File: config.mk
export PLATFORM = sky130hd
export DESIGN_NAME = serial_word_collector
export DESIGN_NICKNAME = d
export VERILOG_FILES = /design/src/rtl/serial_word_collector.sv
export SDC_FILE = /design/constraint.sdc
export NUM_CORES = 1
export LEC_CHECK = 0
export ABC_AREA = 1
export CAP_MARGIN = 10
export CELL_PAD_IN_SITES_DETAIL_PLACEMENT = 0
export CELL_PAD_IN_SITES_GLOBAL_PLACEMENT = 1
export CORE_MARGIN = 2
export CORE_UTILIZATION = 36
export CTS_CLUSTER_DIAMETER = 100
export DETAILED_ROUTE_END_ITERATION = 8
export HOLD_SLACK_MARGIN = 0.15
export PLACE_DENSITY_LB_ADDON = 0.1
export SYNTH_ARGS = -nofsm -noshare
export SYNTH_HDL_FRONTEND = slang
export SYNTH_SLANG_ARGS = --single-unit
File: constraint.sdc
create_clock -name clk -period 2.18 [get_ports clk]
set_input_delay 0.436 -clock clk [delete_from_list [all_inputs] [get_ports clk]]
set_output_delay 0.436 -clock clk [all_outputs]
set_load 0.01 [all_outputs]
File: src/rtl/serial_word_collector.sv
// serial_word_collector
// Packs WIDTH serial bits (one per accepted cycle) into a parallel word and
// offers it downstream, stalling the serial source while a word is held.
//
// Handshake semantics (both sides): a transfer happens on a rising clk edge
// where valid && ready are both high. A source keeps its data stable while
// valid is high and ready is low. bit_ready depends only on the FSM state and
// never on bit_valid; word_valid/word_out depend only on registered state and
// never on word_ready.
module serial_word_collector #(
  parameter int WIDTH     = 8,
  parameter bit MSB_FIRST = 1'b1
) (
  input  logic                       clk,
  input  logic                       rst,
  input  logic                       bit_in,
  input  logic                       bit_valid,
  output logic                       bit_ready,
  input  logic                       flush,
  output logic [WIDTH-1:0]           word_out,
  output logic                       word_valid,
  input  logic                       word_ready,
  output logic [$clog2(WIDTH+1)-1:0] bit_count
);

  localparam int CW = $clog2(WIDTH+1);

  typedef enum logic [0:0] {
    COLLECT = 1'b0,
    HOLD    = 1'b1
  } state_t;

  state_t           state_q, state_d;
  logic [WIDTH-1:0] shreg_q, shreg_d;
  logic [WIDTH-1:0] word_q,  word_d;
  logic [CW-1:0]    count_q, count_d;
  logic             valid_q, valid_d;
  logic [WIDTH-1:0] shifted;
  logic             last_bit;

  // Shift register value after taking in bit_in, in the configured bit order.
  always_comb begin
    shifted = shreg_q;
    if (MSB_FIRST) begin
      shifted = {shreg_q[WIDTH-2:0], bit_in};
    end else begin
      shifted = {bit_in, shreg_q[WIDTH-1:1]};
    end
  end

  assign last_bit = (count_q == CW'(WIDTH-1));

  // Next-state logic: collect bits, complete a word, hold it until taken.
  always_comb begin
    state_d = state_q;
    shreg_d = shreg_q;
    word_d  = word_q;
    count_d = count_q;
    valid_d = valid_q;
    unique case (state_q)
      COLLECT: begin
        // Flush wins over a bit presented in the same cycle.
        if (flush) begin
          shreg_d = '0;
          count_d = '0;
        end else if (bit_valid) begin
          shreg_d = shifted;
          if (last_bit) begin
            word_d  = shifted;
            valid_d = 1'b1;
            count_d = '0;
            state_d = HOLD;
          end else begin
            count_d = count_q + CW'(1);
          end
        end
      end
      HOLD: begin
        // Serial input and flush are ignored; only the word handshake moves on.
        if (word_ready) begin
          valid_d = 1'b0;
          shreg_d = '0;
          state_d = COLLECT;
        end
      end
      default: begin
        state_d = COLLECT;
      end
    endcase
  end

  // State and datapath registers with synchronous reset.
  always_ff @(posedge clk) begin
    if (rst) begin
      state_q <= COLLECT;
      shreg_q <= '0;
      word_q  <= '0;
      count_q <= '0;
      valid_q <= 1'b0;
    end else begin
      state_q <= state_d;
      shreg_q <= shreg_d;
      word_q  <= word_d;
      count_q <= count_d;
      valid_q <= valid_d;
    end
  end

  assign bit_ready  = (state_q == COLLECT);
  assign word_out   = word_q;
  assign word_valid = valid_q;
  assign bit_count  = count_q;

endmodule

== Word-level counts from Yosys, hierarchy flattened ==
Index checks and enable logic that the tools add are counted.
Word-level totals
  register bits: 21
  input bits: 6
  word-level logic and storage cells: 36
  output and inout bits: 14
Operators by class
  multiplexer cells: 17
  eq/ne operators: 6
  bitwise operators: 2
  reductions and logical operators: 5
  add/sub/neg operators: 1
Operators with widths (number)
  $mux W7: 3
  $pmux W7 S2: 1
  $mux W4: 3
  $mux W1: 8
  $reduce_and A4 Y1: 2
  $ne A2 B2 Y1 const B: 3
  $add A4 B1 Y4 const B: 1
  $eq A4 B3 Y1 const B: 1
  $pmux W1 S2: 2
  $reduce_and A2 Y1: 2
  $ne A3 B2 Y1 const B: 1
  $ne A2 B1 Y1 const B: 1
  $not A1 Y1: 2
  $reduce_bool A2 Y1: 1

== Longest topological paths before layout ==
  depth after elaboration: 5
  depth in mapped cells: 7
  gate-level depth less buffers: 7

== Least setup slack after synthesis ==
Ideal clock, no wire load.
  path kind: reg-to-reg
  from: reg count_q[1], in the netlist bit_count[1]
  to: reg word_q[7], in the netlist word_out[7]
  required time: 2.067 ns
  slack: 0.899 ns
  stages on the path, launching flop included: 7
  data arrival time: 1.168 ns
  buffers on the path: 0
  setup time: 0.113 ns
  period minus slack after synthesis: 1.281 ns
  path through: dfxtp_1 ha_1 nand3_4 nor2_8 inv_2 nor2_1 nor2_1
On the way
  cells in the longest elaborated chain, start to end: 2
Ends and longest elaborated chain
  start, declared: line 36  | logic [CW-1:0] count_q, count_d;
  start signal, assigned: line 104  | count_q <= count_d;
  $eq A4 B3 Y1: line 51  | assign last_bit = (count_q == CW'(WIDTH-1));
  $reduce_and A4 Y1 (no source line)
  end signal, assigned: line 103  | word_q <= word_d;
  end, declared: line 35  | logic [WIDTH-1:0] word_q, word_d;
Every way passes these cells.
A chain may end at the register's enable or synchronous reset.

== Worst setup path in the final report ==
  from: reg count_q[2], in the netlist bit_count[2]
  to: out bit_count[2]
RTL lines
  end, declared: line 23  | output logic [$clog2(WIDTH+1)-1:0] bit_count
No word-level cell between the ends.

==> impl_results.md <==
* Pwr Total at 615.7 µW
* Syn_area_per_cell at 7.573 µm²
* ANT cells at 0
* Most common cell in the netlist: nand2_1
* Port Buffers at 19
* Ys async rst share at 0%
* DP Wirelength at 1.338 mm
* Dominant cells by area after synthesis: dfxtp_1 (49%), nand2_1 (15%), a21oi_1 (9.3%)
* Crit. Startpoint: bit_count[2]
* Total gr overflow at 0
* Starting density of the core at 38.66%
* Sequential share of the synthesized area at 48.70%
* Crit path depth at 1
* Final min period at 1.802 ns
* CTS tree: built
* Clk slew on worst S/H paths at 0.12 ns
* R2R Path Start: bit_count[0]
* Max VDD drop at 0.0003854 V
* Final WS setup at 0.3775 ns
* First-pass GRT wire length at 3.036 mm
* Initial antenna violation count at 0
* Worst reg2reg setup slack at 0.77 ns
* Core area at 2233 µm²
* Initial DRC Count at 14
* Root buf cell: clkbuf_4
* H-tree depth at 1
* Post-CTS Setup Repair Bufs at 0
* Crit path max fanout at 6
* CTS sink count at 21
* Top_reg_cell synth: dfxtp_1
* CP required at 1.74 ns
* LEAKAGE at 0.4190 nW
* Nets at 144
* Setup TNS at 0 ns
* End of the critical path: bit_count[2]
* Reg2reg end: word_out[7]
* Cell area power density at 552.9 nW/µm²
* DIE AREA at 2806 µm²
* Vias/cell at 4.750
* Yosys warnings at 0
* Period utilization at 82.68%
* Clock Skew at 0.008000 ns
* Synth-to-Final Area Change at 28.99%
* Pre-CTS setup slack at 0.4255 ns
* Relative slew margins at 82.00%
* Max-Cap Viols at 0
* Pin count of the biggest net entering global routing at 14
* Fmax at 0.5548 GHz
* Hold Fails Final Rpt at 0
* R2R cell count at 6
* # resized after CTS at 0
* CP Launch Type: flip-flop
* Die Ht at 52.97 µm
* Most frequent cells after synthesis: nand2_1 (35), dfxtp_1 (21), a21oi_1 (16)
* Yosys cell types at 18
* Clock Latency Late Sink at 0.30 ns
* RSZ-0062 raised after global routing: no
* Drt first pass iters at 4
* Clk buf depth at 2
* Mapped cell area at 863.3 µm²
* Die Wd at 52.97 µm
* Final setup vio count at 0
* CTS Hold Bufs at 0
* Vias at 779
* Cells after Synth at 114
* CP endpoint kind: output port
* Max-slew violation count at 0
* Critical Path, Cell by Cell: clkdlybuf4s50_1
* Fraction of layout cells with a size suffix above 1 at 9.559%
* Routability Congestion at 0.7874
* Flop and latch count out of synthesis at 21
* Yosys top cell by area: dfxtp_1
* Site Rows at 17
* Top-Level Pins at 20
* All-Layer GR Usage at 15.24%
* Wirelength per Cell at 11.20 µm
* DRC at 0
* Worst path max stage delay at 0.59 ns
* Fill count at 241
* CP bufs+invs at 1
* Syn_nets at 121
* Kind of cell adding the most delay to the critical path: buffers and inverters
* Vias in the first global route at 675
* Outcome: finished, final reports clean
* Worst min path class: flip-flop to flip-flop
* Worst Path Arrival at 1.37 ns
* WL final at 1.837 mm
* Measured slew at the worst slew-check pin at 0.2693 ns
* Synth top area share at 48.70%
* Number of buffers created by CTS at 3
* Number of flops mapped to enable cells by yosys at 0
* CP Class: flip-flop to output port
* Slowest CP cell: clkdlybuf4s50_1
* Routed Antenna Nets at 0
power by group:
group | internal, mW | switching, mW | leakage [nW]
logic | 0.0180 | 0.0244 | 0.235
clock network | 0.0712 | 0.113 | 0.0150
registers | 0.386 | 0.00287 | 0.169
layer usage:
layer	part of all wire, %	routed length (µm)	global-route usage, %	vias to the layer above
li1	-	-	-	414
met1	51	936	21.05	349
met2	45	818	22.08	14
met3	3.6	67	3.390	2
met4	0.76	14	7.692	0
met5	0	0	0	-
flip-flops by register name, indices dropped and copies added (netlist names):
signal,count
bit_count,4
shreg_q,7
state_q,1
word_out,8
word_valid,1
cell families (layout without fill, tap and decap cells):
kind of cell	Yosys count	in the layout	synth area share (%)
and+or+nand+nor	62	62	33.33
buffers and inverters	10	32	4.492
DFF	21	21	48.70
AOI/OAI and AO/OA	20	20	12.03
adders and majority gates	1	1	1.449
per-stage QoR:
step | utilization [%] | cells | instance area [µm²] | hold slack, ns
after floorplan | - | 114 | 863.3 | 0.4559
after global placement | 48.68 | 160 | 1087 | 0.4489
after detailed placement | 48.68 | 160 | 1087 | 0.4508
after CTS | 49.86 | 164 | 1114 | 0.4693
after global routing | 49.86 | 164 | 1114 | 0.4817
final | 49.86 | 164 | 1114 | 0.4665
area by class of cell:
type	count	area [µm²]	area share, %
repair buffers	20	197.7	17.75
multi-input cells	83	404.1	36.29
inverters	8	30.03	2.697
well taps	28	35.03	3.146
flip-flops and latches	21	420.4	37.75
clock buffers	4	26.28	2.360
cell usage in the layout (no fill, tap or decap), drive strengths merged:
cell type	Yosys	layout
nand2	37	37
dfxtp	21	21
clkdlybuf4s50	0	19
a21oi	17	17
nor2	15	15
nand3	9	9
inv	8	8
clkbuf	1	4
o21ai	3	3
nand4	1	1
ha	1	1
buf	1	1
worst min-delay path by stage:
stage | to | from | cells past startpoint | slack [ns]
finish | word_out[0] | word_out[0] | 2 | 0.47
global route | word_out[3] | word_out[3] | 2 | 0.48
CTS | word_out[4] | word_out[4] | 2 | 0.47
detailed placement | word_out[4] | word_out[4] | 2 | 0.45
global placement | word_out[4] | word_out[4] | 2 | 0.45
floorplan | word_out[7] | shreg_q[6] | 2 | 0.46
Power figures use the tool's default switching activity.
